===== src/rtl/ifetch_line_responder_if.sv =====
// Fetch-side request/response and physical-memory line-read handshake bundle.
// The responder takes the slave view and the requester/memory side takes the master view.
interface ifetch_line_responder_if;
  logic         mem_request;
  logic [15:0]  mem_address;
  logic         mem_resp;
  logic [15:0]  mem_rdata;
  logic         pmem_read;
  logic [15:0]  pmem_address;
  logic         pmem_resp;
  logic [127:0] pmem_rdata;

  modport slave (
    input  mem_request, mem_address, pmem_resp, pmem_rdata,
    output mem_resp, mem_rdata, pmem_read, pmem_address
  );

  modport master (
    output mem_request, mem_address, pmem_resp, pmem_rdata,
    input  mem_resp, mem_rdata, pmem_read, pmem_address
  );
endinterface


===== src/rtl/ifetch_line_responder.sv =====
// Single-line (8 x 16-bit) instruction buffer that answers fetch requests and
// refills itself from physical memory on a miss, with saturating hit/miss statistics.
module ifetch_line_responder #(
  parameter int STAT_WIDTH = 16
) (
  input  logic                      clk,
  input  logic                      reset,
  input  logic                      flush,
  ifetch_line_responder_if.slave    bus,
  output logic [STAT_WIDTH-1:0]     hit_count,
  output logic [STAT_WIDTH-1:0]     miss_count
);

  typedef enum logic [1:0] {
    S_IDLE = 2'd0,
    S_FILL = 2'd1,
    S_RESP = 2'd2
  } state_e;

  function automatic logic [15:0] line_word(input logic [127:0] line, input logic [2:0] off);
    line_word = line[{off, 4'b0000} +: 16];
  endfunction

  function automatic logic [STAT_WIDTH-1:0] sat_inc(input logic [STAT_WIDTH-1:0] v);
    if (v == {STAT_WIDTH{1'b1}}) begin
      sat_inc = v;
    end else begin
      sat_inc = v + {{(STAT_WIDTH-1){1'b0}}, 1'b1};
    end
  endfunction

  state_e                  state_q, state_d;
  logic                    valid_q, valid_d;
  logic [11:0]             tag_q, tag_d;
  logic [127:0]            line_q, line_d;
  logic [11:0]             lat_tag_q, lat_tag_d;
  logic [2:0]              lat_off_q, lat_off_d;
  logic                    fill_flush_q, fill_flush_d;
  logic                    mem_resp_q, mem_resp_d;
  logic [15:0]             mem_rdata_q, mem_rdata_d;
  logic                    pmem_read_q, pmem_read_d;
  logic [15:0]             pmem_address_q, pmem_address_d;
  logic [STAT_WIDTH-1:0]   hit_q, hit_d;
  logic [STAT_WIDTH-1:0]   miss_q, miss_d;

  logic [11:0]             req_tag_s;
  logic [2:0]              req_off_s;
  logic                    hit_s;

  // A flush arriving with a request forces the miss path.
  assign req_tag_s = bus.mem_address[15:4];
  assign req_off_s = bus.mem_address[3:1];
  assign hit_s     = valid_q && (tag_q == req_tag_s) && !flush;

  // State register
  always_ff @(posedge clk) begin
    if (reset) begin
      state_q <= S_IDLE;
    end else begin
      state_q <= state_d;
    end
  end

  // Next-state selection
  always_comb begin
    state_d = state_q;
    case (state_q)
      S_IDLE: begin
        if (bus.mem_request) begin
          state_d = hit_s ? S_RESP : S_FILL;
        end else begin
          state_d = S_IDLE;
        end
      end
      S_FILL: begin
        if (bus.pmem_resp) begin
          state_d = bus.mem_request ? S_RESP : S_IDLE;
        end else begin
          state_d = S_FILL;
        end
      end
      S_RESP:  state_d = S_IDLE;
      default: state_d = S_IDLE;
    endcase
  end

  // Datapath and output next values
  always_comb begin
    valid_d        = valid_q;
    tag_d          = tag_q;
    line_d         = line_q;
    lat_tag_d      = lat_tag_q;
    lat_off_d      = lat_off_q;
    fill_flush_d   = fill_flush_q;
    mem_resp_d     = 1'b0;
    mem_rdata_d    = mem_rdata_q;
    pmem_read_d    = pmem_read_q;
    pmem_address_d = pmem_address_q;
    hit_d          = hit_q;
    miss_d         = miss_q;
    case (state_q)
      S_IDLE: begin
        if (flush) begin
          valid_d = 1'b0;
        end else begin
          valid_d = valid_q;
        end
        if (bus.mem_request && hit_s) begin
          mem_rdata_d = line_word(line_q, req_off_s);
          mem_resp_d  = 1'b1;
          hit_d       = sat_inc(hit_q);
        end else if (bus.mem_request) begin
          lat_tag_d      = req_tag_s;
          lat_off_d      = req_off_s;
          pmem_address_d = {req_tag_s, 4'b0000};
          pmem_read_d    = 1'b1;
          fill_flush_d   = 1'b0;
          miss_d         = sat_inc(miss_q);
        end else begin
          mem_resp_d = 1'b0;
        end
      end
      S_FILL: begin
        if (bus.pmem_resp) begin
          pmem_read_d = 1'b0;
          line_d      = bus.pmem_rdata;
          tag_d       = lat_tag_q;
          valid_d     = !(fill_flush_q || flush);
          if (bus.mem_request) begin
            mem_rdata_d = line_word(bus.pmem_rdata, lat_off_q);
            mem_resp_d  = 1'b1;
          end else begin
            mem_resp_d  = 1'b0;
          end
        end else begin
          fill_flush_d = fill_flush_q | flush;
        end
      end
      S_RESP: begin
        if (flush) begin
          valid_d = 1'b0;
        end else begin
          valid_d = valid_q;
        end
      end
      default: begin
        valid_d = 1'b0;
      end
    endcase
  end

  // Datapath and output registers
  always_ff @(posedge clk) begin
    if (reset) begin
      valid_q        <= 1'b0;
      tag_q          <= 12'h000;
      line_q         <= 128'h0;
      lat_tag_q      <= 12'h000;
      lat_off_q      <= 3'd0;
      fill_flush_q   <= 1'b0;
      mem_resp_q     <= 1'b0;
      mem_rdata_q    <= 16'h0000;
      pmem_read_q    <= 1'b0;
      pmem_address_q <= 16'h0000;
      hit_q          <= {STAT_WIDTH{1'b0}};
      miss_q         <= {STAT_WIDTH{1'b0}};
    end else begin
      valid_q        <= valid_d;
      tag_q          <= tag_d;
      line_q         <= line_d;
      lat_tag_q      <= lat_tag_d;
      lat_off_q      <= lat_off_d;
      fill_flush_q   <= fill_flush_d;
      mem_resp_q     <= mem_resp_d;
      mem_rdata_q    <= mem_rdata_d;
      pmem_read_q    <= pmem_read_d;
      pmem_address_q <= pmem_address_d;
      hit_q          <= hit_d;
      miss_q         <= miss_d;
    end
  end

  assign bus.mem_resp     = mem_resp_q;
  assign bus.mem_rdata    = mem_rdata_q;
  assign bus.pmem_read    = pmem_read_q;
  assign bus.pmem_address = pmem_address_q;
  assign hit_count        = hit_q;
  assign miss_count       = miss_q;

endmodule


===== src/flat_wrapper.sv =====
// flat-port wrapper written by rule: the top's interface ports become plain ports
module ifetch_line_responder_flat 
#(
  parameter int STAT_WIDTH = 16
)
  (clk, reset, flush, hit_count, miss_count, bus_mem_request, bus_mem_address, bus_pmem_resp, bus_pmem_rdata, bus_mem_resp, bus_mem_rdata, bus_pmem_read, bus_pmem_address);
  ifetch_line_responder_if bus_i ();
  input  logic clk;
  input  logic reset;
  input  logic flush;
  output logic [STAT_WIDTH-1:0] hit_count;
  output logic [STAT_WIDTH-1:0] miss_count;
  input wire logic [$bits(bus_i.mem_request)-1:0] bus_mem_request;
  input wire logic [$bits(bus_i.mem_address)-1:0] bus_mem_address;
  input wire logic [$bits(bus_i.pmem_resp)-1:0] bus_pmem_resp;
  input wire logic [$bits(bus_i.pmem_rdata)-1:0] bus_pmem_rdata;
  output wire logic [$bits(bus_i.mem_resp)-1:0] bus_mem_resp;
  output wire logic [$bits(bus_i.mem_rdata)-1:0] bus_mem_rdata;
  output wire logic [$bits(bus_i.pmem_read)-1:0] bus_pmem_read;
  output wire logic [$bits(bus_i.pmem_address)-1:0] bus_pmem_address;
  assign bus_i.mem_request = bus_mem_request;
  assign bus_i.mem_address = bus_mem_address;
  assign bus_i.pmem_resp = bus_pmem_resp;
  assign bus_i.pmem_rdata = bus_pmem_rdata;
  assign bus_mem_resp = bus_i.mem_resp;
  assign bus_mem_rdata = bus_i.mem_rdata;
  assign bus_pmem_read = bus_i.pmem_read;
  assign bus_pmem_address = bus_i.pmem_address;
  ifetch_line_responder #(.STAT_WIDTH(STAT_WIDTH)) u_core (.clk(clk), .reset(reset), .flush(flush), .bus(bus_i), .hit_count(hit_count), .miss_count(miss_count));
endmodule

===== config.mk =====
export PLATFORM = sky130hd
export DESIGN_NAME = ifetch_line_responder_flat
export DESIGN_NICKNAME = d
export VERILOG_FILES = /design/src/rtl/ifetch_line_responder_if.sv /design/src/rtl/ifetch_line_responder.sv /design/src/flat_wrapper.sv
export SDC_FILE = /design/constraint.sdc
export NUM_CORES = 1
export LEC_CHECK = 0
export BUFFER_PORTS_ARGS = -buffer_cell sky130_fd_sc_hd__buf_4
export CAP_MARGIN = 5
export CORE_ASPECT_RATIO = 1.1
export CORE_UTILIZATION = 27
export CTS_BUF_LIST = sky130_fd_sc_hd__clkbuf_8 sky130_fd_sc_hd__clkbuf_16
export DETAILED_ROUTE_END_ITERATION = 8
export GPL_TIMING_DRIVEN = 0
export PLACE_DENSITY = 0.56
export SLEW_MARGIN = 5
export SYNTH_ARGS = -nofsm -noshare
export SYNTH_HDL_FRONTEND = slang
export SYNTH_SLANG_ARGS = --single-unit

===== constraint.sdc =====
create_clock -name clk -period 3.4 [get_ports clk]
set_input_delay 0.68 -clock clk [delete_from_list [all_inputs] [get_ports clk]]
set_output_delay 0.68 -clock clk [all_outputs]
set_load 0.05 [all_outputs]

==> results of run 1 <==
## cell families after synthesis
family	count (synthesis)
AND/OR/NAND/NOR	472
XOR/XNOR	25
buffers and inverters	97
adder cells (fa/ha/maj)	2
flip-flops	208
other	1
AO/OA/AOI/OAI	234
multiplexers	70
## per-layer routing
layer  wire length, um  part of all wire (%)
met5                 0                     0
met1             15000                    40
met4              1480                   3.9
met3              2660                   7.1
met2             18400                    49
## stage by stage
stage	hold slack [ns]	setup slack (ns)	std cells	util (%)
2_1_floorplan	0.433	0.788	1112	-
3_3_place_gp	0.439	0.400	1763	33.4
3_5_place_dp	0.444	0.384	1763	33.4
4_1_cts	0.399	0.835	1802	35.6
5_1_grt	0.414	0.616	1802	35.6
6_report	0.412	0.775	1802	35.6
## layout make-up
class / instances / area (um^2) / share of cell area, %
tap: 444 / 556 / 4.45
clock inverter: 9 / 68.8 / 0.551
timing repair buffer: 207 / 1550 / 12.4
clock buffer: 30 / 694 / 5.56
buffer: 92 / 383 / 3.07
multi-input combinational: 807 / 5040 / 40.4
inverter: 5 / 18.8 / 0.150
sequential: 208 / 4160 / 33.4
## sequential cells by signal (all words and copies together) (netlist names)
signal                cells
u_core.bus.mem_rdata     16
u_core.bus.mem_resp       1
u_core.bus.pmem_read      1
u_core.fill_flush_q       1
u_core.hit_count         16
u_core.lat_off_q          3
u_core.lat_tag_q         12
u_core.line_q           128
u_core.miss_count        16
u_core.state_q            1
u_core.tag_q             12
u_core.valid_q            1
## layout by cell type, fill, tap and decap left out, drive strengths merged, types with 3 or more instances in the layout
master  instances
mux2            4
mux4           64
and4            4
nor2b           7
a21oi         185
and3            3
o22ai          32
clkinv          4
nand2b          5
nor2           25
nand3          17
nand2         345
or3            21
clkbuf        106
o21ai           9
inv             8
nor3           12
conb            4
and2            3
dfxtp         208
or4             7
buf           223
xnor2          23
nor4            7
o31ai           3
nand4          11
## critical path: cells and delay by family, from the launching register on
kind	cells	cell delay, ns
AO/OA/AOI/OAI	1	0.16
flip-flops	1	0.39
AND/OR/NAND/NOR	3	0.70
buffers and inverters	3	1.27
## power groups by stage
stage | Sequential [mW] | Combinational [mW] | Clock [mW]
after detailed placement | 2.61 | 0.835 | 0
after global placement | 2.61 | 0.828 | 0
after floorplan | 2.66 | 0.395 | 0
final | 2.56 | 0.838 | 2.54
after CTS | 2.56 | 0.837 | 2.58
after global routing | 2.57 | 0.888 | 2.69
## how the worst min path moves through the flow
stage / from / to / slack [ns] / cells after the start
after detailed placement: u_core.line_q[119] / u_core.line_q[119] / 0.44 / 2
after floorplan: u_core.line_q[100] / u_core.line_q[100] / 0.43 / 2
after global routing: bus_pmem_rdata[49] / u_core.line_q[49] / 0.41 / 3
after global placement: u_core.line_q[81] / u_core.line_q[81] / 0.44 / 2
final: bus_pmem_rdata[115] / u_core.line_q[115] / 0.41 / 3
after CTS: bus_pmem_rdata[99] / u_core.line_q[99] / 0.40 / 3
==> results.json, run 1 <==
{
  "fp.dieW_um": 182,
  "setup_repair_after_global_routing_missed_its_margin": "no",
  "synthesis.yosys.warnings": 0,
  "final.fill_count": 3595,
  "synth_edf_count": 0,
  "avgViaCountPerCell": 5.08,
  "cp_cell_sequence": "nor2b_1, and2_1, clkbuf_1, clkbuf_1, clkbuf_1, nand2_1, a21oi_1",
  "number_of_global_route_vias_before_repair": 8797,
  "start_util_pct": 27.4,
  "io_buffers": 207,
  "synth-main-ff-cell": "sky130_fd_sc_hd__dfxtp_1",
  "holdCritPathClass": "in -> reg",
  "synth_largest_type_area_fraction_pct": 43.4,
  "slowest_delay_ns": 0.63,
  "clk_root_buffer_cell": "sky130_fd_sc_hd__clkbuf_16",
  "worstSetupPathType": "reg -> reg",
  "cts-resized-gates": 0,
  "clock_path_buffers": 3,
  "tns_ns": 0,
  "mappedNetlistArea_mm2": 0.00960,
  "timing.rr.start": "u_core.state_q[0]",
  "die_area_mm2": 0.0363,
  "global_route_usage_over_all_layers_pct": 20.2,
  "yosys-top-cells-area": "sky130_fd_sc_hd__dfxtp_1, sky130_fd_sc_hd__mux4_2, sky130_fd_sc_hd__nand2_1",
  "peakVddDrop_mv": 0.386,
  "dominant_combinational_cell_family_by_area_after_synthesis": "simple AND/OR/NAND/NOR gates",
  "synth-seq-cells": 208,
  "post_dp_cell_area_mm2": 0.0117,
  "timing.final.setup_violations": 0,
  "detailed_place_hpwl_um": 29300,
  "area.growth.synth_to_final_pct": 30.0,
  "critical_path.startpoint": "u_core.state_q[0]",
  "fp.coreArea_mm2": 0.0350,
  "critical-path-slowest-cell": "sky130_fd_sc_hd__clkbuf_1",
  "final-hold-violation-count": 0,
  "sequentialPowerShare_pct": 43.1,
  "cellLeakagePower_nw": 4.47,
  "antenna_violating_nets_post_route": 0,
  "clock_power_share_pct": 42.8,
  "wire_per_inst_um": 20.8,
  "cp_common_cell": "sky130_fd_sc_hd__clkbuf_1",
  "synth_async_sr_flop_share_pct": 0,
  "critical_path_launch_point_type": "register",
  "postLayoutCellArea_mm2": 0.0125,
  "cellPowerDensity_mw_per_mm2": 476,
  "grt_util_met2_pct": 35.4,
  "drive_above_1_share_pct": 24.4,
  "grt_start_max_net_pins": 13,
  "drv_slew": 0,
  "detail_route.first_pass.iterations": 7,
  "p_switching_mw": 1.59,
  "synth.avg_cell_area_um2": 8.65,
  "worst_clock_skew_ns": 0.0200,
  "final_nets": 1496,
  "timing.rr.end": "u_core.line_q[55]",
  "max-cap-violations": 0,
  "tightestPinTransition_ns": 0.944,
  "synth.top_cells.by_count": "sky130_fd_sc_hd__nand2_1, sky130_fd_sc_hd__dfxtp_1, sky130_fd_sc_hd__a21oi_1",
  "diodes": 0,
  "grt_overflow_total": 0,
  "synth.distinct_cells": 43,
  "run_status": "completed",
  "synth.yosys.seq_area_share_pct": 43.4,
  "routed-via-count": 9159,
  "yosysMostFrequentCell": "sky130_fd_sc_hd__nand2_1",
  "clock_insertion_delay_worst_skew_ns": 0.52,
  "antenna_violations_before_repair": 0,
  "regToRegSetupSlack_ns": 0.78,
  "netSwitchingFraction_pct": 26.7,
  "detail_route.wirelength_um": 37600,
  "p_int_mw": 4.35,
  "combPwrFrac_pct": 14.1,
  "fp.dieH_um": 200,
  "end_kind": "register",
  "synthCells": 1109,
  "cts_setup_buffers": 0,
  "timing.final.crit_share_pct": 77.2,
  "share_of_synthesized_cell_area_in_and_or_nand_and_nor_gates_pct": 21.1,
  "grt_first_pass_wirelength_um": 54700,
  "worst_setup_hold_path_clk_slew_ns": 0.06,
  "use_met1_pct": 24.5,
  "synth_area_leader_cell": "sky130_fd_sc_hd__dfxtp_1",
  "rr_worst_depth": 7,
  "drt_iter0_drc": 728,
  "achievable-frequency_mhz": 381,
  "critPathRequiredTime_ns": 3.83,
  "placer_s_final_routability_congestion_estimate": 0.892,
  "detail_route.drc_violations": 0,
  "setup.worst_path.end": "u_core.line_q[55]",
  "period_needed_ns": 2.62,
  "number_of_h_tree_levels": 1,
  "met3_capacity_usage_during_global_routing_pct": 3.45,
  "grt-busiest-layer": "met2",
  "critPathMaxFanout": 10,
  "muxShareOfSynthArea_pct": 15.7,
  "slew_headroom_pct": 37.1,
  "synth_compound_gate_area_share_pct": 12.9,
  "synth-adder-area-share_pct": 0.261,
  "holdBufCountCts": 0,
  "number_of_cell_rows": 72,
  "ios": 215,
  "worstPathArrival_ns": 3.05,
  "xor_and_xnor_area_share_after_synthesis_pct": 2.44,
  "tritoncts.num_buffers": 24,
  "tritoncts_sinks": 208,
  "power.total_mw": 5.94,
  "tritoncts": "done"
}
Note: power is estimated with default switching activity, not from simulation.
==> inputs of run 2 (changes only) <==
Settings changed: ABC_AREA set to 1, PLACE_DENSITY 0.56 to 0.57.
Clock period 3.4 ns to 2.39 ns, I/O delays scaled along.
==> run 2 against run 1 <==
- cell area is 8.8% higher
- die area is 8.5% higher
- count of clock-buffer cells in the layout is 3 higher
- synthesized area is 8.6% higher
- total power is 64% higher
- global-route usage is 2.7 points higher
- critical path type unchanged
- critical endpoint is now u_core.bus.mem_rdata[7]
==> results.json, run 2 <==
{
  "synth_largest_type_area_fraction_pct": 39.9,
  "synth-main-ff-cell": "sky130_fd_sc_hd__dfxtp_1",
  "postLayoutSetupSlackWorst_ns": 0.0949,
  "synth.distinct_cells": 32,
  "synth_area_leader_cell": "sky130_fd_sc_hd__dfxtp_1",
  "timing.hold.worst_path_depth": 3,
  "timing.final.setup_violations": 0,
  "achievable-frequency_mhz": 436,
  "yosysMostFrequentCell": "sky130_fd_sc_hd__nor2_1",
  "number_of_cell_rows": 75,
  "synth.avg_cell_area_um2": 6.64,
  "global_route_usage_over_all_layers_pct": 22.8,
  "critical_path_s_top_delay_family": "buffers and inverters",
  "synth_edf_count": 0,
  "clock_path_buffers": 3,
  "detail_route.drc_violations": 0,
  "path_buf_inv": 2,
  "preCtsSetupSlack_ns": -0.181,
  "wire_per_inst_um": 19.8,
  "worst_clock_skew_ns": 0.0143,
  "io_buffers": 206,
  "min-delay-start": "bus_pmem_rdata[74]",
  "cellPowerDensity_mw_per_mm2": 719,
  "clk_root_buffer_cell": "sky130_fd_sc_hd__clkbuf_16",
  "slowest_delay_ns": 0.46,
  "synth-seq-cells": 208,
  "grt_overflow_total": 0,
  "cp_cell_sequence": "clkbuf_1, clkbuf_1, o21ai_0, o221ai_1, nand2_1, nand2_1, a21oi_1, nor2_1",
  "timing.rr.end": "u_core.bus.mem_rdata[7]",
  "number_of_flip_flops_under_the_largest_register_name": 128,
  "worstPathArrival_ns": 2.77,
  "holdCritPathClass": "in -> reg",
  "antenna_violations_before_repair": 3,
  "timing.final.crit_share_pct": 96.0,
  "final_nets": 1956,
  "detail_route.wirelength_um": 45900,
  "critPathRequiredTime_ns": 2.86,
  "fp.coreArea_mm2": 0.0381,
  "worstSetupPathType": "reg -> reg",
  "tightestPinTransition_ns": 0.748,
  "area.growth.synth_to_final_pct": 30.3,
  "largest-register": "u_core.line_q",
  "final.fill_count": 4207,
  "grt_start_max_net_pins": 14,
  "peakVddDrop_mv": 0.504,
  "critical_path_launch_point_type": "register",
  "tritoncts": "done",
  "grt_first_pass_wirelength_um": 68400,
  "yosys-top-cells-area": "sky130_fd_sc_hd__dfxtp_1, sky130_fd_sc_hd__o21ai_0, sky130_fd_sc_hd__nor2_1",
  "die_area_mm2": 0.0394,
  "synth_async_sr_flop_share_pct": 0,
  "fp.dieH_um": 208,
  "holdBufCountCts": 0,
  "regToRegSetupSlack_ns": 0.09,
  "final-hold-violation-count": 0,
  "tritoncts_sinks": 208,
  "critPathMaxFanout": 10,
  "clock_insertion_delay_worst_skew_ns": 0.54,
  "tns_ns": 0,
  "synthesis.yosys.warnings": 0,
  "mappedNetlistArea_mm2": 0.0104,
  "end_kind": "register",
  "layout.cells.most_common": "sky130_fd_sc_hd__nor2_1",
  "detail_route.first_pass.iterations": 6,
  "tritoncts.num_buffers": 25,
  "timing.rr.start": "u_core.lat_off_q[0]",
  "setup_repair_after_global_routing_missed_its_margin": "no",
  "run_status": "completed",
  "routed-via-count": 11700,
  "antenna_violating_nets_post_route": 0,
  "slew_headroom_pct": 50.2,
  "holdPathEnd": "u_core.line_q[74]",
  "number_of_h_tree_levels": 1,
  "detailed_place_hpwl_um": 36300,
  "ios": 215,
  "rr_worst_depth": 8,
  "drive_above_1_share_pct": 16.6,
  "number_of_global_route_vias_before_repair": 11200,
  "synthCells": 1570,
  "drt_iter0_drc": 980,
  "max-cap-violations": 0,
  "cellLeakagePower_nw": 5.65,
  "synth.top_cells.by_count": "sky130_fd_sc_hd__nor2_1, sky130_fd_sc_hd__o21ai_0, sky130_fd_sc_hd__dfxtp_1",
  "worst_setup_hold_path_clk_slew_ns": 0.06,
  "layout.cells.most_common_list": "sky130_fd_sc_hd__nor2_1, sky130_fd_sc_hd__o21ai_0, sky130_fd_sc_hd__buf_4, sky130_fd_sc_hd__dfxtp_1, sky130_fd_sc_hd__nand2_1",
  "placer_s_final_routability_congestion_estimate": 0.967,
  "period_needed_ns": 2.30,
  "fp.dieW_um": 189,
  "start_util_pct": 27.4,
  "critical-path-slowest-cell": "sky130_fd_sc_hd__o221ai_1",
  "synth.yosys.seq_area_share_pct": 39.9,
  "drv_slew": 0,
  "avgViaCountPerCell": 5.02
}
run 2: cell count changes after synthesis, moves of 11 or more:
cell	delta
sky130_fd_sc_hd__xnor2_1	-14
sky130_fd_sc_hd__o21ai_0	+226
sky130_fd_sc_hd__o221ai_1	+16
sky130_fd_sc_hd__nand2_1	-143
sky130_fd_sc_hd__o21ai_1	+58
sky130_fd_sc_hd__o22ai_1	-32
sky130_fd_sc_hd__or3_1	-21
sky130_fd_sc_hd__nor2_1	+258
sky130_fd_sc_hd__o211ai_1	+32
sky130_fd_sc_hd__clkbuf_1	+12
sky130_fd_sc_hd__nand3_1	+33
sky130_fd_sc_hd__inv_1	+111
sky130_fd_sc_hd__mux4_2	-64
sky130_fd_sc_hd__nand4_1	+11
run 2: worst max path at each step:
| stage | start | end | slack, ns | cells past startpoint |
|---|---|---|---|---|
| after CTS | u_core.lat_off_q[0] | u_core.bus.mem_rdata[9] | 0.05 | 9 |
| after detailed placement | bus_mem_address[1] | u_core.bus.mem_rdata[11] | -0.18 | 9 |
| after global routing | u_core.state_q[0] | u_core.line_q[1] | 0.02 | 9 |
| after global placement | bus_mem_address[1] | u_core.bus.mem_rdata[11] | -0.18 | 9 |
| after floorplan | u_core.miss_count[0] | u_core.miss_count[11] | 0.24 | 9 |
| final | u_core.lat_off_q[0] | u_core.bus.mem_rdata[7] | 0.09 | 8 |
run 2: per-stage QoR:
step | total power [mW] | area [um^2] | hold slack [ns] | cells | utilization, %
final | 9.76 | 13600 | 0.172 | 2325 | 35.6
after global routing | 10.1 | 13600 | 0.164 | 2325 | 35.6
after CTS | 9.79 | 13600 | 0.160 | 2325 | 35.6
after detailed placement | 5.39 | 12600 | 0.443 | 2279 | 33.1
after global placement | 5.38 | 12600 | 0.440 | 2279 | 33.1
after floorplan | 4.65 | 10400 | 0.429 | 1573 | -
run 2: layout make-up:
type	count	area, um^2	share of cell area, %
multi-input cells	1121	5310	39.1
flip-flops and latches	208	4160	30.7
repair buffers	208	1560	11.5
clock buffers	33	736	5.42
well taps	500	626	4.61
plain buffers	114	488	3.59
inverters	127	477	3.51
clock inverters	13	216	1.59
diodes	1	2.50	0.0184
run 2: timing repair:
item / CTS / global route
pin swaps: 0 / 1
resized for setup: 3 / 16
cloned: 0 / 0
setup buffers: 0 / 2
endpoints found under the setup margin: 38 / 130
run 2: worst min-delay path: cells and delay by family:
kind	cells	cell delay, ns
simple gates	2	0.11
buf+inv	1	0.08
run 2: layer usage:
metal	vias up	GRT usage [%]	part of all wire [%]
li1	5692	-	-
met2	467	37.3	46
met5	-	0	0.054
met1	5427	29.9	43
met4	4	7.62	3.2
met3	80	4.59	8.3
run 2: report_power, final:
part	internal [mW]	leakage (nW)	total (mW)	switching, mW
combinational	0.521	3.47	1.63	1.11
sequential	3.64	1.70	3.73	0.0820
clock	2.80	0.481	4.41	1.61
total	6.96	5.65	9.76	2.80
run 2: logic make-up (layout without fill, tap and decap cells):
kind of cell	count (synthesis)	after routing	synth area share, %
compound gates	524	524	26.6
xor+xnor	14	14	1.18
fa+ha+maj	2	2	0.240
buf+inv	244	495	9.24
flops	208	208	39.9
other cells	1	5	0.0360
simple gates	577	577	22.8
